==> src/rtl/ps2_event_rx.sv <==
// PS/2 Set-2 scan-code receiver: synchronizes and filters the PS/2 pair, frames bytes,
// folds E0/F0 prefixes into {ext, release, code} events and buffers them in a FWFT FIFO.
module ps2_event_rx #(
    parameter int FILTER_LEN = 8,
    parameter int TIMEOUT    = 100000,
    parameter int FIFO_DEPTH = 4
) (
    input  logic                          clk,
    input  logic                          n_reset,
    input  logic                          ps2Clk,
    input  logic                          ps2Data,
    output logic                          ev_valid,
    input  logic                          ev_ready,
    output logic [7:0]                    ev_code,
    output logic                          ev_ext,
    output logic                          ev_release,
    output logic                          frame_err,
    output logic                          overflow,
    output logic [$clog2(FIFO_DEPTH):0]   fifo_count
);

    localparam int FW = $clog2(FILTER_LEN + 1);
    localparam int TW = $clog2(TIMEOUT + 1);
    localparam int AW = $clog2(FIFO_DEPTH);
    localparam int CW = AW + 1;

    localparam logic [FW-1:0] FILT_MAX = FW'(FILTER_LEN - 1);
    localparam logic [TW-1:0] TOUT_MAX = TW'(TIMEOUT);
    localparam logic [CW-1:0] FULL_CNT = CW'(FIFO_DEPTH);

    localparam logic [7:0] CODE_EXT = 8'hE0;
    localparam logic [7:0] CODE_REL = 8'hF0;

    typedef enum logic [1:0] {
        IDLE   = 2'd0,
        DATA   = 2'd1,
        PARITY = 2'd2,
        STOP   = 2'd3
    } state_t;

    // ------------------------------------------------------------------
    // Two-flop synchronizers; bit 0 is the PS/2 clock, bit 1 the data.
    // ------------------------------------------------------------------
    logic [1:0] pin_in;
    logic [1:0] pin_sync;

    assign pin_in = {ps2Data, ps2Clk};

    genvar gi;
    generate
        for (gi = 0; gi < 2; gi++) begin : g_sync
            logic meta_reg;
            logic stable_reg;

            always_ff @(posedge clk or negedge n_reset) begin
                if (!n_reset) begin
                    meta_reg   <= 1'b1;
                    stable_reg <= 1'b1;
                end else begin
                    meta_reg   <= pin_in[gi];
                    stable_reg <= meta_reg;
                end
            end

            assign pin_sync[gi] = stable_reg;
        end
    endgenerate

    logic clk_sync;
    logic data_sync;

    assign clk_sync  = pin_sync[0];
    assign data_sync = pin_sync[1];

    // ------------------------------------------------------------------
    // Clock filter: the filtered level only follows after FILTER_LEN
    // consecutive samples that disagree with it.
    // ------------------------------------------------------------------
    logic [FW-1:0] filt_cnt_reg;
    logic          filt_clk_reg;
    logic          filt_flip;
    logic          sample_pt;

    assign filt_flip = (clk_sync != filt_clk_reg) && (filt_cnt_reg == FILT_MAX);
    assign sample_pt = filt_flip && filt_clk_reg;

    always_ff @(posedge clk or negedge n_reset) begin
        if (!n_reset) begin
            filt_cnt_reg <= '0;
            filt_clk_reg <= 1'b1;
        end else if (clk_sync == filt_clk_reg) begin
            filt_cnt_reg <= '0;
        end else if (filt_flip) begin
            filt_cnt_reg <= '0;
            filt_clk_reg <= clk_sync;
        end else begin
            filt_cnt_reg <= filt_cnt_reg + 1'b1;
        end
    end

    // ------------------------------------------------------------------
    // Frame FSM
    // ------------------------------------------------------------------
    state_t        state_reg;
    state_t        state_next;
    logic [2:0]    bit_cnt_reg;
    logic [7:0]    shift_reg;
    logic          parity_reg;
    logic [TW-1:0] tout_cnt_reg;
    logic          timeout;

    assign timeout = (state_reg != IDLE) && (tout_cnt_reg == TOUT_MAX);

    always_ff @(posedge clk or negedge n_reset) begin
        if (!n_reset) begin
            state_reg <= IDLE;
        end else begin
            state_reg <= state_next;
        end
    end

    always_comb begin
        state_next = state_reg;
        if (timeout) begin
            state_next = IDLE;
        end else if (sample_pt) begin
            case (state_reg)
                IDLE:    if (!data_sync) state_next = DATA;
                DATA:    if (bit_cnt_reg == 3'd7) state_next = PARITY;
                PARITY:  state_next = STOP;
                STOP:    state_next = IDLE;
                default: state_next = IDLE;
            endcase
        end
    end

    logic bit_clr;
    logic shift_en;
    logic parity_en;
    logic byte_good;
    logic err_now;

    always_comb begin
        bit_clr   = 1'b0;
        shift_en  = 1'b0;
        parity_en = 1'b0;
        byte_good = 1'b0;
        err_now   = 1'b0;
        if (timeout) begin
            err_now = 1'b1;
        end else if (sample_pt) begin
            case (state_reg)
                IDLE:    bit_clr   = !data_sync;
                DATA:    shift_en  = 1'b1;
                PARITY:  parity_en = 1'b1;
                STOP: begin
                    // Odd parity across the eight data bits plus the parity bit.
                    if (data_sync && ((^shift_reg) ^ parity_reg)) byte_good = 1'b1;
                    else                                          err_now   = 1'b1;
                end
                default: ;
            endcase
        end
    end

    logic [7:0] rx_byte_reg;
    logic       byte_done_reg;
    logic       frame_err_reg;

    always_ff @(posedge clk or negedge n_reset) begin
        if (!n_reset) begin
            bit_cnt_reg   <= '0;
            shift_reg     <= '0;
            parity_reg    <= 1'b0;
            tout_cnt_reg  <= '0;
            rx_byte_reg   <= '0;
            byte_done_reg <= 1'b0;
            frame_err_reg <= 1'b0;
        end else begin
            byte_done_reg <= byte_good;
            frame_err_reg <= err_now;

            if (timeout || bit_clr) begin
                bit_cnt_reg <= '0;
                shift_reg   <= '0;
            end else if (shift_en) begin
                bit_cnt_reg <= bit_cnt_reg + 1'b1;
                shift_reg   <= {data_sync, shift_reg[7:1]};
            end

            if (parity_en) parity_reg <= data_sync;
            if (byte_good) rx_byte_reg <= shift_reg;

            if (state_reg == IDLE || sample_pt) begin
                tout_cnt_reg <= '0;
            end else if (!timeout) begin
                tout_cnt_reg <= tout_cnt_reg + 1'b1;
            end
        end
    end

    assign frame_err = frame_err_reg;

    // ------------------------------------------------------------------
    // Prefix decode: E0/F0 only arm flags; any other byte becomes an event.
    // ------------------------------------------------------------------
    logic ext_pend_reg;
    logic rel_pend_reg;
    logic is_prefix;
    logic push_req;

    assign is_prefix = (rx_byte_reg == CODE_EXT) || (rx_byte_reg == CODE_REL);
    assign push_req  = byte_done_reg && !is_prefix;

    always_ff @(posedge clk or negedge n_reset) begin
        if (!n_reset) begin
            ext_pend_reg <= 1'b0;
            rel_pend_reg <= 1'b0;
        end else if (frame_err_reg) begin
            ext_pend_reg <= 1'b0;
            rel_pend_reg <= 1'b0;
        end else if (byte_done_reg) begin
            if (rx_byte_reg == CODE_EXT) begin
                ext_pend_reg <= 1'b1;
            end else if (rx_byte_reg == CODE_REL) begin
                rel_pend_reg <= 1'b1;
            end else begin
                ext_pend_reg <= 1'b0;
                rel_pend_reg <= 1'b0;
            end
        end
    end

    // ------------------------------------------------------------------
    // First-word fall-through event FIFO, entry = {ext, release, code}.
    // ------------------------------------------------------------------
    logic [9:0]    fifo_mem [FIFO_DEPTH];
    logic [AW-1:0] wr_ptr_reg;
    logic [AW-1:0] rd_ptr_reg;
    logic [CW-1:0] count_reg;
    logic [9:0]    head;
    logic          full;
    logic          pop;
    logic          push_ok;

    assign full    = (count_reg == FULL_CNT);
    assign pop     = ev_valid && ev_ready;
    // A simultaneous pop frees the slot, so a push into a full FIFO still lands.
    assign push_ok = push_req && (!full || pop);

    always_ff @(posedge clk) begin
        if (push_ok) fifo_mem[wr_ptr_reg] <= {ext_pend_reg, rel_pend_reg, rx_byte_reg};
    end

    always_ff @(posedge clk or negedge n_reset) begin
        if (!n_reset) begin
            wr_ptr_reg <= '0;
            rd_ptr_reg <= '0;
            count_reg  <= '0;
        end else begin
            if (push_ok) wr_ptr_reg <= wr_ptr_reg + 1'b1;
            if (pop)     rd_ptr_reg <= rd_ptr_reg + 1'b1;
            case ({push_ok, pop})
                2'b10:   count_reg <= count_reg + 1'b1;
                2'b01:   count_reg <= count_reg - 1'b1;
                default: ;
            endcase
        end
    end

    assign head       = fifo_mem[rd_ptr_reg];
    assign ev_valid   = (count_reg != '0);
    assign ev_code    = ev_valid ? head[7:0] : 8'h00;
    assign ev_release = ev_valid && head[8];
    assign ev_ext     = ev_valid && head[9];
    assign overflow   = push_req && full && !pop;
    assign fifo_count = count_reg;

endmodule

==> config.mk <==
export PLATFORM = sky130hd
export DESIGN_NAME = ps2_event_rx
export DESIGN_NICKNAME = d
export VERILOG_FILES = /design/src/rtl/ps2_event_rx.sv
export SDC_FILE = /design/constraint.sdc
export NUM_CORES = 1
export LEC_CHECK = 0
export BUFFER_PORTS_ARGS = -buffer_cell sky130_fd_sc_hd__buf_2
export CAP_MARGIN = 20
export CORE_ASPECT_RATIO = 0.6
export CORE_MARGIN = 3
export CORE_UTILIZATION = 58
export DETAILED_ROUTE_END_ITERATION = 10
export GPL_TIMING_DRIVEN = 0
export PLACE_DENSITY = 0.84
export SLEW_MARGIN = 10
export SYNTH_ARGS = -nofsm -noshare
export SYNTH_HDL_FRONTEND = slang
export SYNTH_SLANG_ARGS = --single-unit
==> constraint.sdc <==
create_clock -name clk -period 2.8 [get_ports clk]
set_input_delay 0.28 -clock clk [delete_from_list [all_inputs] [get_ports clk]]
set_output_delay 0.28 -clock clk [all_outputs]
set_load 0.02 [all_outputs]
==> impl_metrics.yaml, run 1 <==
critical_path:
  crit_path_end_kind: "flip-flop"
  critical_path_class: "flip-flop to flip-flop"
  start_kind: "flip-flop"
  reg2reg_slack_ps: 440
  r2r_end: "fifo_count[1]"
  r2r-start: "rx_byte_reg[2]"
  cp_data_arrival_time_ps: 2600
  crit_required_ps: 3040
  reg2reg_depth: 7
  worstSetupStartpoint: "rx_byte_reg[2]"
  cp_max_fo: 10
clocking:
  cts_hold_buf: 0
  path_clk_slew_ps: 70
  post_cts_resize_count: 0
  clock_latency_ps: 350
  clock_sinks: 99
  numCtsBuffers: 9
  clockBufferDepth: 2
  h-tree-depth: 3
  cts-root-buf: "clkbuf_16"
  cts_setup_buffers: 0
  cts_tree: "done"
cells_and_area:
  largest_register_ffs: 40
  register_area_sq_mm: 0.00268
  design_area_sq_mm: 0.00503
  fillers: 492
  antenna_cells: 0
  areaGrowthSynthToFinish_pct: 12.6
  drive_gt1_share_pct: 20.3
  nets: 385
  multi_input_area_sq_mm: 0.00170
status:
  violations: "negative hold slack"
  status: "finished, violations left"
route:
  vias: 2704
  drt_iter0_drc: 204
  routed_wl_um: 8140
  vias_per_cell: 5.70
  drc_errors: 0
  firstDrtPassIters: 4
  drtAntennaViolNets: 0
  wire_per_inst_um: 17.2
timing:
  rsz0062_at_grt: "false"
  relSlewSlack_pct: 51.3
  hold_ws_ps: -22.9
  min_period_ps: 2360
  tightest_slew_ps: 730
  worst_slack_ps: 445
  setup_tns_ps: 0
  timing.fmax_ghz: 0.425
  timing.final.crit_share_pct: 84.1
  hold_viol: 4
  setup_viol: 0
  drv_slew: 0
  skew_ps: 8.05
global_routing:
  antenna_found_initial: 0
  grt_pass1_vias: 2619
  grt_max_degree: 60
  grt-ovfl-total: 0
  grt_pass1_wl_um: 13400
  track_usage_pct: 20.2
min_path:
  hold_path.class: "input pin to async pin"
synth:
  syn_area_sq_mm: 0.00447
  synth_cell_type_count: 50
  yosysWarningCount: 0
  ys_ff_latch: 99
  synth-xor-area-share_pct: 6.38
  synth_compound_area_share_pct: 4.45
  syn_area_per_cell_sq_um: 13.4
  synth.area.mux_share_pct: 8.23
  netlist_instances: 334
  synth_top_family_by_area: "simple AND/OR/NAND/NOR gates"
  synth_adder_area_share_pct: 4.37
  syn-num-nets: 354
  synth.yosys.seq_area_share_pct: 60.1
  synthSimpleGateAreaFrac_pct: 14.6
pwr:
  ir_drop_mv: 0.450
  power_density_mw_per_mm2: 593
  p_leak_nw: 2.13
floorplanning:
  rows: 24
  die-area_sq_mm: 0.00883
  boundaryPins: 21
  core_area_sq_mm: 0.00736
  die_height_um: 74.0
  initial_utilization_pct: 60.7
  dieWidth_um: 119
placed_design:
  gp_congestion: 0.790
  portBuffers: 20
  detailed_place_hpwl_um: 5500
  place_ws_ps: 476
  dpl_cell_area_sq_mm: 0.00470
flow_run:
  maxCapViolations: 0
==> synth_stat cells, drive strengths merged <==
cell type | count | share of area, %
mux2 | 10 | 3.2
xnor2 | 18 | 3.5
clkbuf | 7 | 0.59
o41a | 1 | 0.25
and3 | 5 | 0.70
nand2b | 3 | 0.42
nor3 | 8 | 0.90
a32o | 2 | 0.45
and4bb | 1 | 0.28
edfxtp | 40 | 27
nand3 | 19 | 2.1
or4 | 2 | 0.42
fa | 1 | 0.45
nor4 | 2 | 0.42
o22a | 1 | 0.20
or3 | 1 | 0.14
or4b | 1 | 0.22
nor3b | 3 | 0.73
o2111a | 1 | 0.25
mux4 | 10 | 5.0
inv | 8 | 0.67
o21ai | 4 | 0.53
a22o | 1 | 0.20
nand4b | 2 | 0.73
nor2 | 24 | 2.0
ha | 14 | 3.9
nor2b | 2 | 0.28
nand2 | 26 | 2.2
or2 | 2 | 0.28
o211ai | 1 | 0.17
dfrtp | 54 | 30
o41ai | 1 | 0.36
dfstp | 5 | 2.9
xnor3 | 1 | 0.50
buf | 4 | 0.59
and2 | 12 | 1.7
a31oi | 1 | 0.14
nand3b | 3 | 0.50
a21oi | 17 | 1.9
nand4 | 4 | 0.56
xor2 | 12 | 2.4
==> cell usage in the layout (no fill, tap or decap), types with 2 or more instances in the layout <==
master	netlist	layout
dfrtp_1	54	54
edfxtp_1	40	40
nand2_1	25	25
nor2_1	24	24
buf_2	3	22
nand3_1	19	19
xnor2_1	18	18
a21oi_1	17	17
ha_1	14	14
and2_1	12	12
xor2_1	12	12
mux4_2	10	10
clkbuf_16	0	9
inv_1	8	8
nor3_1	8	8
mux2_4	8	8
clkbuf_1	7	7
and3_1	5	5
dfstp_2	5	5
nand4_1	4	4
nand3b_1	3	3
nand2b_1	3	3
o21ai_0	3	3
nor2b_1	2	2
nor3b_2	2	2
or2_2	2	2
a32o_1	2	2
inv_6	0	2
bufinv_16	0	2
==> worst max-delay path by stage <==
stage / endpoint / cells past startpoint
floorplan: fifo_count[1] / 7
global placement: fifo_count[1] / 7
detailed placement: fifo_count[1] / 7
CTS: ev_code[2] / 4
global route: fifo_count[1] / 7
finish: fifo_count[1] / 7
==> worst max-delay path, stage by stage, from the launching register on <==
cell	delay (ps)
dfrtp_1	430
nand4b_1	240
o41a_1	390
clkbuf_1	230
nor2_1	170
fa_1	450
o2111a_1	140
o22a_1	190
==> per-stage QoR <==
stage | std cells | utilization (%) | power [mW]
floorplan | 334 | - | 1.63
global placement | 458 | 63.9 | 1.66
finish | 474 | 68.4 | 2.98
CTS | 474 | 68.4 | 3.01
global route | 474 | 68.4 | 3.09
detailed placement | 458 | 63.9 | 1.67
==> layout make-up <==
cell class | count | area share, %
Clock buffer | 9 | 4.48
Tap cell | 104 | 2.59
Sequential cell | 99 | 53.3
Timing Repair Buffer | 20 | 2.04
Buffer | 11 | 1.04
Inverter | 8 | 0.597
Multi-Input combinational cell | 216 | 33.8
Clock inverter | 7 | 2.09
==> cells by family after synthesis <==
group	Yosys count
and+or+nand+nor	120
AOI/OAI and AO/OA	30
buffers and inverters	19
adders and majority gates	15
xor gates and xnor gates	31
muxes	20
DFF	99
==> routing by layer <==
layer  wire length (um)  GRT usage, %
met5                  0             0
met3                376          5.55
met1               3910          28.5
met2               3720          30.8
met4                136          7.61
==> where the power goes <==
| group | switching, mW | leakage [nW] | internal (mW) |
|---|---|---|---|
| Sequential | 0.0204 | 1.25 | 1.53 |
| Clock | 0.548 | 0.159 | 0.796 |
| Combinational | 0.0486 | 0.721 | 0.0366 |
No activity file was read; power rests on OpenSTA's default activity.
==> run 2: changes to the inputs <==
==> constraint.sdc (replaced) <==
create_clock -name clk -period 2.4 [get_ports clk]
set_input_delay 0.24 -clock clk [delete_from_list [all_inputs] [get_ports clk]]
set_output_delay 0.24 -clock clk [all_outputs]
set_load 0.02 [all_outputs]
==> run 2 against run 1 <==
Effect of this change: the run now ends clean; core utilization increased by 0.36 points; final cell count up 0.42%; via count down 0.22%; hold slack improved by 270 ps; critical path depth is 3 lower; clock power rose by 17%; global-route usage rose by 0.12 points; highest routed layer unchanged; sequential power increased by 17%.
==> impl_metrics.yaml, run 2 (synthesis gave the netlist of run 1 again) <==
timing:
  hold_ws_ps: 247
  setup_tns_ps: 0
  timing.final.crit_share_pct: 95.6
  relSlewSlack_pct: 51.0
  skew_ps: 8.21
  setup_viol: 0
  hold_viol: 0
  timing.fmax_ghz: 0.436
  worst_slack_ps: 107
  min_period_ps: 2290
  drv_slew: 0
  tightest_slew_ps: 735
  rsz0062_at_grt: "false"
cells_and_area:
  nets: 387
  register_area_sq_mm: 0.00268
  layout.cells.non_filler: 476
  utilization_pct: 68.7
  final_common_cell: "dfrtp_1"
  multi_input_area_sq_mm: 0.00170
  areaGrowthSynthToFinish_pct: 13.2
  largest_register_ffs: 40
  drive_gt1_share_pct: 20.2
  antenna_cells: 0
  fillers: 488
  mostFrequentLayoutCells: "54 x dfrtp_1, 40 x edfxtp_1, 25 x nand2_1, 24 x nor2_1, 22 x buf_2"
  design_area_sq_mm: 0.00506
route:
  drtAntennaViolNets: 0
  vias: 2698
  firstDrtPassIters: 4
  routed_wl_um: 8130
  vias_per_cell: 5.67
  drt_iter0_drc: 225
  drc_errors: 0
  wire_per_inst_um: 17.1
min_path:
  hold_path.class: "input pin to flip-flop"
pwr:
  total_power_mw: 3.49
  p_leak_nw: 2.14
  ir_drop_mv: 0.526
  power_density_mw_per_mm2: 689
critical_path:
  crit_required_ps: 2160
  cpPeakStageDelay_ps: 590
  cp_max_fo: 10
  start_kind: "flip-flop"
  crit_path_end_kind: "primary output"
  slowest_stage: "mux4_2"
  critPathMostFrequentCell: "buf_2"
  cp_data_arrival_time_ps: 2050
  critical_path_class: "flip-flop to primary output"
  critPathTopFamily: "multiplexers"
  cp_cell_sequence: "buf_2 > mux4_2 > and2_1 > buf_2"
  crit_buf_inv: 2
floorplanning:
  initial_utilization_pct: 60.7
  die_height_um: 74.0
  dieWidth_um: 119
  die-area_sq_mm: 0.00883
  rows: 24
  core_area_sq_mm: 0.00736
  boundaryPins: 21
global_routing:
  grtUsageMet3_pct: 5.55
  grt-ovfl-total: 0
  antenna_found_initial: 0
  track_usage_pct: 20.3
  grt_max_degree: 60
  grt_pass1_vias: 2631
  busiest_layer: "met2"
  met2_usage_pct: 31.0
  met1_usage_pct: 28.8
  grt_pass1_wl_um: 13500
clocking:
  clockBufferDepth: 2
  cts-root-buf: "clkbuf_16"
  cts_tree: "done"
  h-tree-depth: 3
  clock_sinks: 99
  path_clk_slew_ps: 70
  post_cts_resize_count: 0
  clock_latency_ps: 350
  numCtsBuffers: 9
placed_design:
  detailed_place_hpwl_um: 5500
  dpl_cell_area_sq_mm: 0.00470
  portBuffers: 20
  gp_congestion: 0.790
  place_ws_ps: 75.6
  post-place-cells: 458
flow_run:
  maxCapViolations: 0
status:
  status: "finished clean"
==> run 2: power by group <==
group,internal (mW),switching [mW],total [mW]
clock network,0.929,0.641,1.57
logic,0.0460,0.0572,0.103
registers,1.79,0.0239,1.81
==> run 2: path summary, 6_finish.rpt <==
check | startpoint | end | slack (ps) | cells after the start
setup / recovery | rd_ptr_reg[0] | ev_code[2] | 110 | 4
hold / removal | ev_ready | rd_ptr_reg[1] | 250 | 3
setup reg to reg | state_reg[0] | rx_byte_reg[2] | 130 | 8
hold reg to reg | g_sync[0].meta_reg | clk_sync | 360 | 0
max in group asynchronous | n_reset | tout_cnt_reg[0] | 1410 | 2
min in group asynchronous | n_reset | rd_ptr_reg[1] | 480 | 2
==> run 2: layout make-up <==
class / count / area share, %
plain buffers: 10 / 0.965
clock buffers: 9 / 4.45
clock inverters: 7 / 2.08
inverters: 8 / 0.594
multi-input cells: 216 / 33.6
flip-flops and latches: 99 / 53.1
well taps: 104 / 2.57
repair buffers: 23 / 2.62
==> run 2: worst reg2reg max path, stage by stage (launching register included) <==
cell and delay (ps):
dfrtp_1 400, inv_1 100, ha_1 280, nor3b_1 460, nand3_1 200, o21ai_2 190
nor3b_2 70, buf_6 150, mux2_4 310
==> run 2: per-layer routing <==
layer / vias to the layer above / wire length [um]
met4: 0 / 136
met1: 1346 / 3800
met2: 67 / 3700
li1: 1271 / -
met5: - / 0
met3: 14 / 498
==> run 2: repair_timing <==
action                     4_1_cts  5_1_grt
setup buffers                    0        0
setup endpoints to repair        0        1
hold endpoints to repair        56        0
hold buffers                     3        0
==> run 3: changes to the inputs <==
--- a/config.mk
+++ b/config.mk
@@ -8,11 +8,11 @@
 export BUFFER_PORTS_ARGS = -buffer_cell sky130_fd_sc_hd__buf_2
 export CAP_MARGIN = 20
 export CORE_ASPECT_RATIO = 0.6
-export CORE_MARGIN = 3
 export CORE_UTILIZATION = 58
 export DETAILED_ROUTE_END_ITERATION = 10
 export GPL_TIMING_DRIVEN = 0
 export PLACE_DENSITY = 0.84
+export REMOVE_ABC_BUFFERS = 1
 export SLEW_MARGIN = 10
 export SYNTH_ARGS = -nofsm -noshare
 export SYNTH_HDL_FRONTEND = slang
==> run 3 against run 2 <==
Effect of this change: via count down 0.52%; global-route usage up 3.2 points; total power down 6.6%; hold slack better by 34 ps; register-to-register slack worse by 70 ps; worst setup slack worse by 47 ps; sequential share of layout area up 0.82 points; die area down 8.6%; first-iteration DRC count down 8.0%; non-clock buffer count down 9; routed wire length up 1.2%; core utilization down 1.0 points.
==> impl_metrics.yaml, run 3 (synthesis gave the netlist of run 1 again) <==
status:
  status: "finished clean"
timing:
  drv_slew: 0
  setup_viol: 0
  setup_tns_ps: 0
  min_period_ps: 2340
  timing.fmax_ghz: 0.427
  relSlewSlack_pct: 49.7
  tightest_slew_ps: 755
  hold_ws_ps: 281
  timing.final.crit_share_pct: 97.5
  hold_viol: 0
  rsz0062_at_grt: "false"
  skew_ps: 7.87
floorplanning:
  die-area_sq_mm: 0.00807
  dieWidth_um: 115
  initial_utilization_pct: 60.7
  core_area_sq_mm: 0.00736
  boundaryPins: 21
  die_height_um: 70.0
  rows: 24
cells_and_area:
  areaGrowthSynthToFinish_pct: 11.5
  multi_input_area_sq_mm: 0.00172
  mostFrequentLayoutCells: "53 x dfrtp_1, 40 x edfxtp_1, 25 x nand2_1, 24 x nor2_1"
  antenna_cells: 0
  nets: 378
  fillers: 496
  drive_gt1_share_pct: 19.8
  largest_register_ffs: 40
  register_area_sq_mm: 0.00269
  final_common_cell: "dfrtp_1"
route:
  drtAntennaViolNets: 0
  drt_iter0_drc: 207
  firstDrtPassIters: 4
  vias: 2684
  routed_wl_um: 8230
  wl_met2_um: 3920
  vias_per_cell: 5.75
  drc_errors: 0
  wire_per_inst_um: 17.6
  wirelength_met1_um: 3790
  dr.max_layer_used: "met4"
  routed-wl-met3_um: 402
critical_path:
  start_kind: "flip-flop"
  critPathMostFrequentCell: "xnor2_1"
  cp_max_fo: 9
  crit_buf_inv: 0
  cp_cell_sequence: "xnor2_1 > xnor3_1 > xnor2_1 > nor3b_4 > mux2_4"
  crit_path_end_kind: "flip-flop"
  critical_path_class: "flip-flop to flip-flop"
  critPathTopFamily: "XOR/XNOR gates"
  slowest_stage: "nor3b_4"
  cpPeakStageDelay_ps: 610
  crit_required_ps: 2630
  cp_data_arrival_time_ps: 2570
global_routing:
  grt_pass1_wl_um: 13700
  grt_max_degree: 60
  grt-ovfl-total: 0
  track_usage_pct: 23.5
  antenna_found_initial: 0
  grt_pass1_vias: 2707
clocking:
  clock_latency_ps: 350
  cts_tree: "done"
  clockBufferDepth: 2
  cts-root-buf: "clkbuf_16"
  numCtsBuffers: 9
  clock_sinks: 99
  path_clk_slew_ps: 70
  h-tree-depth: 3
pwr:
  power_density_mw_per_mm2: 654
  p_leak_nw: 2.11
  ir_drop_mv: 0.396
placed_design:
  gp_congestion: 0.781
  detailed_place_hpwl_um: 5550
  portBuffers: 20
min_path:
  hold_path.class: "input pin to flip-flop"
flow_run:
  maxCapViolations: 0
-- run 3: worst register-to-register path, delay by kind of cell, from the launching register on --
kind | cells | cell delay [ps]
XOR/XNOR | 3 | 830
flip-flops | 1 | 420
multiplexers | 1 | 360
AND/OR/NAND/NOR | 1 | 610
-- run 3: report_power, final --
part | switching [mW] | internal, mW
combinational | 0.0558 | 0.0483
sequential | 0.0270 | 1.79
clock | 0.618 | 0.719
-- run 3: final timing paths --
kind,to,slack [ps],cells past startpoint,from
worst max-delay path,rx_byte_reg[2],60,5,shift_reg[4]
worst max register to register,rx_byte_reg[2],60,5,shift_reg[4]
worst min-delay path,rd_ptr_reg[1],280,3,ev_ready
max in group asynchronous,rd_ptr_reg[0],1360,2,n_reset
min in group asynchronous,tout_cnt_reg[11],510,2,n_reset
worst min register to register,data_sync,360,0,g_sync[1].meta_reg
-- run 3: area by class of cell --
cell class / count / area share (%)
clock buffer: 11 / 4.67
clock inverter: 5 / 0.904
inverter: 8 / 0.603
multi-input combinational: 216 / 34.5
sequential: 99 / 53.9
tap: 104 / 2.61
timing repair buffer: 24 / 2.81
-- run 3: repair_timing --
action                                  CTS  global route
gates cloned                              0             0
pin swaps                                 1             0
hold buffers                              3             0
endpoints found under the setup margin   23            10
hold endpoints to repair                 54             0
resized for setup                         3             1
buffers inserted                          1             0
-- run 3: routing by layer --
layer	track usage, %	up-vias
li1	-	1244
met1	32.1	1351
met2	36.5	74
met3	6.68	15
met4	7.94	0
met5	0	-
-- run 3: stage by stage --
| stage | std cells | util [%] | instance area, sq um | power (mW) | worst slack, ps |
|---|---|---|---|---|---|
| finish | 467 | 67.7 | 4980 | 3.26 | 59.9 |
| global route | 467 | 67.7 | 4980 | 3.37 | 0.0175 |
| floorplan | 323 | - | 4420 | 1.90 | -85.1 |
| CTS | 467 | 67.7 | 4980 | 3.29 | 46.6 |
| global placement | 447 | 63.1 | 4650 | 1.94 | -581 |
| detailed placement | 447 | 63.2 | 4650 | 1.95 | -667 |
